[config.mk]
export PLATFORM = sky130hd
export DESIGN_NAME = apb_master_bridge
export DESIGN_NICKNAME = d
export VERILOG_FILES = /design/src/rtl/apb_master_bridge_pkg.sv /design/src/rtl/apb_master_bridge_lane_align.sv /design/src/rtl/apb_master_bridge.sv
export SDC_FILE = /design/constraint.sdc
export NUM_CORES = 1
export LEC_CHECK = 0
export ABC_CLOCK_PERIOD_IN_PS = 3500
export CORE_ASPECT_RATIO = 0.8
export CORE_UTILIZATION = 47
export CTS_BUF_LIST = sky130_fd_sc_hd__clkbuf_4
export CTS_CLUSTER_DIAMETER = 150
export DETAILED_ROUTE_END_ITERATION = 6
export PLACE_DENSITY = 0.89
export SLEW_MARGIN = 20
export SYNTH_ARGS = -nofsm -noshare
export SYNTH_HDL_FRONTEND = slang
export SYNTH_SLANG_ARGS = --single-unit
[constraint.sdc]
create_clock -name clk -period 3.5 [get_ports clk]
set_clock_uncertainty 0.15 [all_clocks]
set_input_delay 0.875 -clock clk [delete_from_list [all_inputs] [get_ports clk]]
set_output_delay 0.875 -clock clk [all_outputs]
set_load 0.03 [all_outputs]
[src/rtl/apb_master_bridge_pkg.sv]
// Shared definitions for the APB master bridge.
//   - apb_state_e : bridge FSM states
//   - F3_*        : RV32I load/store funct3 encodings carried on ramControl
//   - REGION_LSB / SLAVE_SEL_LSB : address bit positions for region and slave decode
//   - funct3_supported : true for the five access sizes the bridge implements
//   - is_misaligned    : true when the access crosses its natural alignment
package apb_master_bridge_pkg;

    typedef enum logic [1:0] {
        ST_IDLE   = 2'd0,
        ST_SETUP  = 2'd1,
        ST_ACCESS = 2'd2,
        ST_DONE   = 2'd3
    } apb_state_e;

    localparam logic [2:0] F3_B  = 3'b000;
    localparam logic [2:0] F3_H  = 3'b001;
    localparam logic [2:0] F3_W  = 3'b010;
    localparam logic [2:0] F3_BU = 3'b100;
    localparam logic [2:0] F3_HU = 3'b101;

    // 16 KiB peripheral region: bits [31:14] identify the region,
    // bits [13:12] pick one of up to four 4 KiB slave windows.
    localparam int REGION_LSB    = 14;
    localparam int SLAVE_SEL_LSB = 12;

    function automatic logic funct3_supported(input logic [2:0] f3);
        return (f3 == F3_B) || (f3 == F3_H) || (f3 == F3_W) ||
               (f3 == F3_BU) || (f3 == F3_HU);
    endfunction

    function automatic logic is_misaligned(input logic [2:0] f3, input logic [1:0] lo);
        logic mis;
        mis = 1'b0;
        if ((f3 == F3_H) || (f3 == F3_HU)) begin
            mis = lo[0];
        end else if (f3 == F3_W) begin
            mis = (lo != 2'b00);
        end
        return mis;
    endfunction

endpackage

[src/rtl/apb_master_bridge_lane_align.sv]
// bus_lane_align: combinational byte-lane handling between the CPU side and APB.
// Ports:
//   we        in   1  store (1) or load (0)
//   ctrl      in   3  funct3 access size / signedness
//   addr_lo   in   2  byte offset within the word
//   wdata     in  32  right-justified store data
//   prdata    in  32  raw word returned by the selected slave
//   pwdata    out 32  store data replicated across lanes (0 for loads)
//   pstrb     out  4  byte strobes (0 for loads)
//   load_data out 32  extracted and sign/zero-extended load result
module bus_lane_align
    import apb_master_bridge_pkg::*;
(
    input  logic        we,
    input  logic [2:0]  ctrl,
    input  logic [1:0]  addr_lo,
    input  logic [31:0] wdata,
    input  logic [31:0] prdata,
    output logic [31:0] pwdata,
    output logic [3:0]  pstrb,
    output logic [31:0] load_data
);

    // Store path: sub-word data is copied into every lane so the slave can
    // pick it up from whichever lane the strobes enable.
    always_comb begin
        pwdata = 32'h0;
        pstrb  = 4'b0000;
        if (we) begin
            case (ctrl)
                F3_B: begin
                    pwdata = {4{wdata[7:0]}};
                    pstrb  = 4'b0001 << addr_lo;
                end
                F3_H: begin
                    pwdata = {2{wdata[15:0]}};
                    pstrb  = addr_lo[1] ? 4'b1100 : 4'b0011;
                end
                default: begin
                    pwdata = wdata;
                    pstrb  = 4'b1111;
                end
            endcase
        end
    end

    // Load path: pull the addressed byte/half down to bit 0 and extend it.
    always_comb begin
        logic [7:0]  lane_byte;
        logic [15:0] lane_half;
        lane_byte = prdata[8*addr_lo +: 8];
        lane_half = addr_lo[1] ? prdata[31:16] : prdata[15:0];
        case (ctrl)
            F3_B:    load_data = {{24{lane_byte[7]}}, lane_byte};
            F3_BU:   load_data = {24'h0, lane_byte};
            F3_H:    load_data = {{16{lane_half[15]}}, lane_half};
            F3_HU:   load_data = {16'h0, lane_half};
            default: load_data = prdata;
        endcase
    end

endmodule

[src/rtl/apb_master_bridge.sv]
// apb_master_bridge: turns single CPU load/store requests into APB transfers.
// Ports:
//   clk, reset (async, active-low)
//   busReq/busWe/busAddr/busWData/ramControl  CPU request (held until busReady)
//   busRData/busReady/busErr                  CPU completion (one-cycle pulse)
//   PADDR/PSEL/PENABLE/PWRITE/PWDATA/PSTRB    APB request side
//   PRDATA/PREADY/PSLVERR                     per-slave APB returns, slave i at [32i+31:32i]
module apb_master_bridge
    import apb_master_bridge_pkg::*;
#(
    parameter int          NUM_SLAVES = 4,
    parameter int          TIMEOUT    = 16,
    parameter logic [31:0] BASE_ADDR  = 32'h1000_0000
) (
    input  logic                     clk,
    input  logic                     reset,
    input  logic                     busReq,
    input  logic                     busWe,
    input  logic [31:0]              busAddr,
    input  logic [31:0]              busWData,
    input  logic [2:0]               ramControl,
    output logic [31:0]              busRData,
    output logic                     busReady,
    output logic                     busErr,
    output logic [31:0]              PADDR,
    output logic [NUM_SLAVES-1:0]    PSEL,
    output logic                     PENABLE,
    output logic                     PWRITE,
    output logic [31:0]              PWDATA,
    output logic [3:0]               PSTRB,
    input  logic [NUM_SLAVES*32-1:0] PRDATA,
    input  logic [NUM_SLAVES-1:0]    PREADY,
    input  logic [NUM_SLAVES-1:0]    PSLVERR
);

    localparam int          CNT_W     = $clog2(TIMEOUT + 1);
    localparam logic [2:0]  SLAVE_LIM = 3'(NUM_SLAVES);

    apb_state_e        state_q, state_d;
    logic [31:0]       addr_q, addr_d;
    logic [31:0]       wdata_q, wdata_d;
    logic [2:0]        ctrl_q, ctrl_d;
    logic              we_q, we_d;
    logic [CNT_W-1:0]  cnt_q, cnt_d;
    logic [31:0]       rdata_q, rdata_d;
    logic              err_q, err_d;

    logic [1:0]        sel;
    logic              req_ok;
    logic              active;
    logic [31:0]       lane_wdata;
    logic [3:0]        lane_strb;
    logic [31:0]       load_data;

    assign sel = addr_q[SLAVE_SEL_LSB +: 2];

    // A request goes out on APB only if it hits an existing slave window with
    // a supported, naturally aligned access; anything else fails at decode.
    assign req_ok = (busAddr[31:REGION_LSB] == BASE_ADDR[31:REGION_LSB]) &&
                    ({1'b0, busAddr[SLAVE_SEL_LSB +: 2]} < SLAVE_LIM) &&
                    funct3_supported(ramControl) &&
                    !is_misaligned(ramControl, busAddr[1:0]);

    bus_lane_align u_lane_align (
        .we        (we_q),
        .ctrl      (ctrl_q),
        .addr_lo   (addr_q[1:0]),
        .wdata     (wdata_q),
        .prdata    (PRDATA[32*sel +: 32]),
        .pwdata    (lane_wdata),
        .pstrb     (lane_strb),
        .load_data (load_data)
    );

    always_ff @(posedge clk or negedge reset) begin
        if (!reset) begin
            state_q <= ST_IDLE;
            addr_q  <= 32'h0;
            wdata_q <= 32'h0;
            ctrl_q  <= 3'b000;
            we_q    <= 1'b0;
            cnt_q   <= '0;
            rdata_q <= 32'h0;
            err_q   <= 1'b0;
        end else begin
            state_q <= state_d;
            addr_q  <= addr_d;
            wdata_q <= wdata_d;
            ctrl_q  <= ctrl_d;
            we_q    <= we_d;
            cnt_q   <= cnt_d;
            rdata_q <= rdata_d;
            err_q   <= err_d;
        end
    end

    // Request fields are captured only when leaving IDLE, so the CPU may
    // change its bus freely while the transfer is in flight.
    always_comb begin
        state_d = state_q;
        addr_d  = addr_q;
        wdata_d = wdata_q;
        ctrl_d  = ctrl_q;
        we_d    = we_q;
        cnt_d   = cnt_q;
        rdata_d = rdata_q;
        err_d   = err_q;
        case (state_q)
            ST_IDLE: begin
                if (busReq) begin
                    if (req_ok) begin
                        state_d = ST_SETUP;
                        addr_d  = busAddr;
                        wdata_d = busWData;
                        ctrl_d  = ramControl;
                        we_d    = busWe;
                    end else begin
                        state_d = ST_DONE;
                        err_d   = 1'b1;
                        rdata_d = 32'h0;
                    end
                end
            end
            ST_SETUP: begin
                cnt_d   = '0;
                state_d = ST_ACCESS;
            end
            ST_ACCESS: begin
                if (PREADY[sel]) begin
                    state_d = ST_DONE;
                    err_d   = PSLVERR[sel];
                    rdata_d = we_q ? 32'h0 : load_data;
                end else if (cnt_q == CNT_W'(TIMEOUT - 1)) begin
                    // Last allowed wait cycle has passed without PREADY.
                    state_d = ST_DONE;
                    err_d   = 1'b1;
                    rdata_d = 32'h0;
                end else begin
                    cnt_d = cnt_q + 1'b1;
                end
            end
            default: begin
                state_d = ST_IDLE;
            end
        endcase
    end

    // APB request outputs are forced to zero outside SETUP/ACCESS so the bus
    // is quiet in IDLE/DONE and immediately after reset.
    assign active   = (state_q == ST_SETUP) || (state_q == ST_ACCESS);
    assign PSEL     = active ? (NUM_SLAVES'(1) << sel) : '0;
    assign PENABLE  = (state_q == ST_ACCESS);
    assign PADDR    = active ? {addr_q[31:2], 2'b00} : 32'h0;
    assign PWRITE   = active & we_q;
    assign PWDATA   = active ? lane_wdata : 32'h0;
    assign PSTRB    = active ? lane_strb : 4'b0000;

    assign busReady = (state_q == ST_DONE);
    assign busErr   = (state_q == ST_DONE) & err_q;
    assign busRData = rdata_q;

endmodule

== Word level (Yosys, flattened, before mapping) ==
Index checks and enable logic that the tools add are counted.

* Bitwise gates (word level): 2
* Multiply operators: 0
* Equal/unequal tests: 17
* Multiplexer cells: 36
* Div/mod/pow operators: 0
* $lt $le $gt $ge: 1
* Shift operators: 4
* $add $sub $neg: 1
* Reduce and logical (&&, ||, !) cells: 19

{| class="wikitable"
|+ Operators by type and width
! cell !! number
|-
| $mux W32 || 8
|-
| $pmux W32 S2 || 2
|-
| $pmux W32 S4 || 1
|-
| $shiftx A128 B8 Y32 || 1
|-
| $shiftx A32 B6 Y8 || 1
|-
| $eq A18 B15 Y1 const B || 1
|-
| $mux W16 || 1
|-
| $mux W4 || 4
|-
| $eq A3 B3 Y1 const B || 4
|-
| $mux W5 || 2
|-
| $pmux W5 S2 || 1
|-
| $mux W1 || 8
|-
| $mux W2 || 4
|-
| $ne A2 B2 Y1 const B || 4
|-
| $pmux W4 S2 || 1
|-
| $shl A1 B2 Y4 const A || 2
|-
| $eq A3 B1 Y1 const B || 2
|-
| $logic_not A3 Y1 || 2
|-
| $logic_or A1 B1 Y1 || 6
|-
| $pmux W2 S3 || 1
|-
| $reduce_and A3 Y1 || 2
|-
| $reduce_bool A2 Y1 || 3
|-
| $add A5 B1 Y5 const B || 1
|-
| $eq A5 B4 Y1 const B || 1
|-
| other kinds (13) || 17
|}

* Bits in writable memories: 0
* Bits in read-only memories: 0
* Logic and storage cells: 88
* Memories: 0
* Bits in latches: 0
* Output and inout port bits: 108
* Register bits: 108

== Longest topological paths before layout ==
* Word-level depth: 10
* Depth in mapped cells: 9

== By module ==
From an unflattened synthesis, not the netlist that was laid out.

* Cells, all modules: 695
* Area, all modules: 7008.0 um^2

{| class="wikitable"
|+ Modules (own cells, without submodules)
! module !! seq. area each (um^2) !! times used !! area an instance (um^2) !! cells each
|-
| apb_master_bridge || 2702.6 || 1 || 5739.3 || 473
|-
| bus_lane_align || 0.0 || 1 || 1268.7 || 222
|}

== Worst setup path after synthesis ==
OpenSTA, ideal clock, no wires.

* Path type: reg-to-output
* Start point: register ctrl_q[0]
* End point: output port PWDATA[24]
* Data arrival time: 2.102 ns
* Path slack: 0.373 ns
* Required time: 2.475 ns
* Cell stages (with the launch flop): 6
* Path buffers: 3
* Cells stage by stage: dfrtp_1 > clkbuf_1 > clkbuf_1 > buf_1 > mux2i_1 > a211oi_1

* Longest elaborated chain between the ends: 4
* Elaborated cells between the ends (all ways): 5

{| class="wikitable"
|+ Ends and longest elaborated chain
! element !! RTL line !! RTL
|-
| from (decl) || apb_master_bridge.sv:42 || <nowiki>logic [2:0] ctrl_q, ctrl_d;</nowiki>
|-
| from (signal assigned) || apb_master_bridge.sv:89 || <nowiki>ctrl_q <= ctrl_d;</nowiki>
|-
| $eq A3 B1 Y1 or $logic_not A3 Y1 (tied branches) || apb_master_bridge_lane_align.sv:30 || <nowiki>case (ctrl)</nowiki>
|-
| $pmux W32 S2 * || apb_master_bridge_lane_align.sv:30 ||
|-
| $mux W32 * || apb_master_bridge_lane_align.sv:29 || <nowiki>if (we) begin</nowiki>
|-
| $mux W32 * || apb_master_bridge.sv:155 || <nowiki>assign PWDATA = active ? lane_wdata : 32'h0;</nowiki>
|-
| to (decl) || apb_master_bridge.sv:29 || <nowiki>output logic [31:0] PWDATA,</nowiki>
|}

Every way passes the cells marked *; elsewhere a longest branch is shown, timed or not.

== Worst setup path after layout ==
* Start point: register state_q[1]
* End point: output port PADDR[9]

* Longest elaborated chain between the ends: 3
* Elaborated cells between the ends (all ways): 4

{| class="wikitable"
|+ Ends and longest elaborated chain
! element !! RTL line !! RTL
|-
| from (decl) || apb_master_bridge.sv:39 || <nowiki>apb_state_e state_q, state_d;</nowiki>
|-
| from (signal assigned) || apb_master_bridge.sv:86 || <nowiki>state_q <= state_d;</nowiki>
|-
| $eq A2 B1 Y1 or $eq A2 B2 Y1 (tied branches) || apb_master_bridge.sv:150 || <nowiki>assign active = (state_q == ST_SETUP) || (state_q == ST_ACCESS);</nowiki>
|-
| $logic_or A1 B1 Y1 * || apb_master_bridge.sv:150 ||
|-
| $mux W32 * || apb_master_bridge.sv:153 || <nowiki>assign PADDR = active ? {addr_q[31:2], 2'b00} : 32'h0;</nowiki>
|-
| to (decl) || apb_master_bridge.sv:25 || <nowiki>output logic [31:0] PADDR,</nowiki>
|}

Marked as above.

==> qor.yml <==
outcome:
  status: "complete, but fails checks"
  violations: "DRC"
pwr:
  power_density_nw_per_um2: 395
  switchingPower_mw: 1.61
  clkPwrFrac: 0.164
  ir_drop_uv: 354
  leakagePower_nw: 4.37
  sw_frac_of_total: 0.388
  intPower_mw: 2.54
  combPwrFrac: 0.476
  p_seq_frac: 0.360
final_layout:
  nNetsFinal: 1149
  diodes: 0
  syn_to_final_growth_pct: 49.8
  stdcell_count: 1125
  final_util: 0.729
  layout-drive-gt1-share: 0.208
sta:
  tns_ns: 0
  fmax_ghz: 0.296
  slew_viol_final: 0
  fin_crit_ns: 3.38
  worst_slew_pin_slew_ns: 1.03
  hold_violations: 0
  slew_headroom: 0.312
  final-setup-viol-count: 0
  rsz0062_at_grt: "false"
  timing.final.crit_share: 0.966
yosys:
  synth_area_per_cell_um2: 10.9
  synth_top_area_cell: "dfrtp_1"
  synth-main-ff-cell: "dfrtp_1"
  netlist_area_um2: 7020
  synth-seq-cells: 108
  synth_edf_count: 0
  synth_area_leaders: "dfrtp_1 (38%), mux4_2 (15%), mux2_2 (7.9%)"
  yosysSeqAreaShare: 0.385
  syn_inst: 642
  ys_top_cells_by_count: "dfrtp_1 (108), nor2_1 (53), mux2_2 (49), mux4_2 (47), nand2_1 (47)"
  yosysWarnings: 0
  netlist-cell-type-count: 53
  async_flop_share: 1.00
  synth_top_area_share: 0.385
  yosys.cell_count.top_type: "dfrtp_1"
global_routing:
  grt_first_pass_wirelength_um: 35500
  grt_max_degree: 71
  track_usage: 0.297
  grt_pass1_vias: 6439
  antenna_found_initial: 0
  overflow: 0
clock_network:
  root_buffer: "clkbuf_4"
  cts_sinks: 108
  insertion_delay_ns: 0.46
  tritoncts: "built"
  clockBufferDepth: 2
  clk_pin_slew_ns: 0.18
  cts_hold_buf: 0
  cts_buffers: 9
  h-tree-depth: 3
worst_setup_path:
  crit_path_start_kind: "flop"
  rrSetupSlack_ns: 0.72
  reg2reg_depth: 6
  r2r_end: "busRData[8]$_DFFE_PN0P_"
  cp_max_fo: 21
  worstPathArrival_ns: 2.36
  endpoint: "PADDR[9]"
  end_kind: "primary output"
  criticalPathCategory: "flop to primary output"
  cp_data_required_time_ns: 2.47
  critPathLaunch: "state_q[1]$_DFFE_PN0P_"
  timing.rr.start: "addr_q[12]$_DFFE_PN0P_"
drt:
  vias: 6425
  antenna_left: 0
  drt-wirelength-per-cell_um: 20.6
  via_per_inst: 5.71
  drt_iter0_markers: 493
  routed_wl_um: 23100
  drc: 21
  first_pass_iters: 7
floorplan:
  design.die.area_um2: 15400
  start_util: 0.486
  die_w_um: 139
  core_um2: 14400
  chipHeight_um: 111
  boundaryPins: 315
  rows: 39
placed_design:
  port_buffers: 312
  dp.cells: 1105
  place_congestion: 0.841
  dp_hpwl_um: 17800
worst_hold_path:
  hp-class: "input pin to async pin"
job:
  drv_cap: 0
-- cells by family (layout without fill, tap and decap cells) --
logic type	Yosys count	count (layout)	synth area share
AOI/OAI and AO/OA	101	101	0.120
adders and majority gates	6	6	0.0107
buffers and inverters	95	393	0.0615
DFF	108	108	0.385
muxes	123	123	0.268
other	1	2	0.000534
and+or+nand+nor	208	208	0.155
-- repair_timing --
| action | 4_1_cts | 5_1_grt |
|---|---|---|
| endpoints found under the setup margin | 58 | 53 |
| gates cloned | 0 | 1 |
| gates resized for setup | 11 | 4 |
| setup buffers | 0 | 3 |
-- worst min-delay path by stage --
stage	startpoint	slack, ns	cells after the start	end
2_1_floorplan	addr_q[28]$_DFFE_PN0P_	0.28	1	addr_q[28]$_DFFE_PN0P_
3_3_place_gp	addr_q[28]$_DFFE_PN0P_	0.31	1	addr_q[28]$_DFFE_PN0P_
3_5_place_dp	addr_q[28]$_DFFE_PN0P_	0.30	1	addr_q[28]$_DFFE_PN0P_
4_1_cts	reset	0.21	1	wdata_q[17]$_DFFE_PN0P_
5_1_grt	reset	0.22	1	wdata_q[3]$_DFFE_PN0P_
6_report	reset	0.23	1	wdata_q[17]$_DFFE_PN0P_
-- layer usage --
layer	vias up	global-route usage	share of wire
li1	2920	-	-
met1	3157	0.375	0.39
met2	312	0.496	0.49
met3	36	0.0865	0.095
met4	0	0.0941	0.026
met5	-	0	0
-- worst max-delay path, cell delays in order, from the launching register on --
cell             delay [ns]
dfrtp_1                0.44
inv_1                  0.10
ha_4                   0.35
buf_12                 0.17
and2_1                 0.15
clkdlybuf4s50_1        0.68
-- flip-flops by register name, indices dropped and copies added, names as in the netlist --
signal	count
wdata_q	32
busRData	32
ctrl_q	3
addr_q	32
state_q	2
err_q	1
we_q	1
cnt_q	5
-- stage by stage --
stage | cell area [um^2] | total power [mW] | worst slack [ns] | hold slack [ns]
3_3_place_gp | 10300 | 3.29 | 0.292 | 0.306
5_1_grt | 10500 | 4.35 | 0.0257 | 0.223
2_1_floorplan | 7030 | 2.48 | 0.373 | 0.281
6_report | 10500 | 4.15 | 0.118 | 0.233
4_1_cts | 10500 | 4.03 | 0.00243 | 0.210
3_5_place_dp | 10300 | 3.33 | 0.221 | 0.303
-- power groups by stage --
stage | clock (mW) | sequential [mW] | combinational, mW
floorplan | 0 | 1.75 | 0.724
global placement | 0 | 1.52 | 1.78
detailed placement | 0 | 1.52 | 1.81
CTS | 0.699 | 1.50 | 1.83
global route | 0.739 | 1.51 | 2.10
finish | 0.681 | 1.50 | 1.98
-- cells in the final DEF (no fill, tap or decap), types with 3 or more instances in the layout --
master / instances
clkdlybuf4s50_1: 273
dfrtp_1: 106
nor2_1: 52
mux2_2: 49
mux4_2: 47
nand2_1: 46
buf_4: 45
inv_1: 41
and2_1: 34
nor2b_1: 30
mux2i_1: 24
a21oi_1: 21
o32ai_1: 21
o21ai_0: 13
and3_1: 11
nor3_1: 11
o32ai_2: 10
clkbuf_4: 9
dlygate4sd2_1: 8
buf_12: 8
a211oi_1: 7
a2bb2oi_1: 7
ha_1: 5
nor4_1: 4
or2_2: 3
mux2_1: 3
-- area by class of cell --
| class | count | area [um^2] |
|---|---|---|
| Sequential cell | 108 | 2710 |
| Clock inverter | 7 | 86.3 |
| Tap cell | 184 | 230 |
| Fill cell | 1025 | 3920 |
| Multi-Input combinational cell | 440 | 3940 |
| Clock buffer | 9 | 67.6 |
| Timing Repair Buffer | 336 | 3340 |
| Inverter | 41 | 154 |
(Power assumes the default switching activity.)
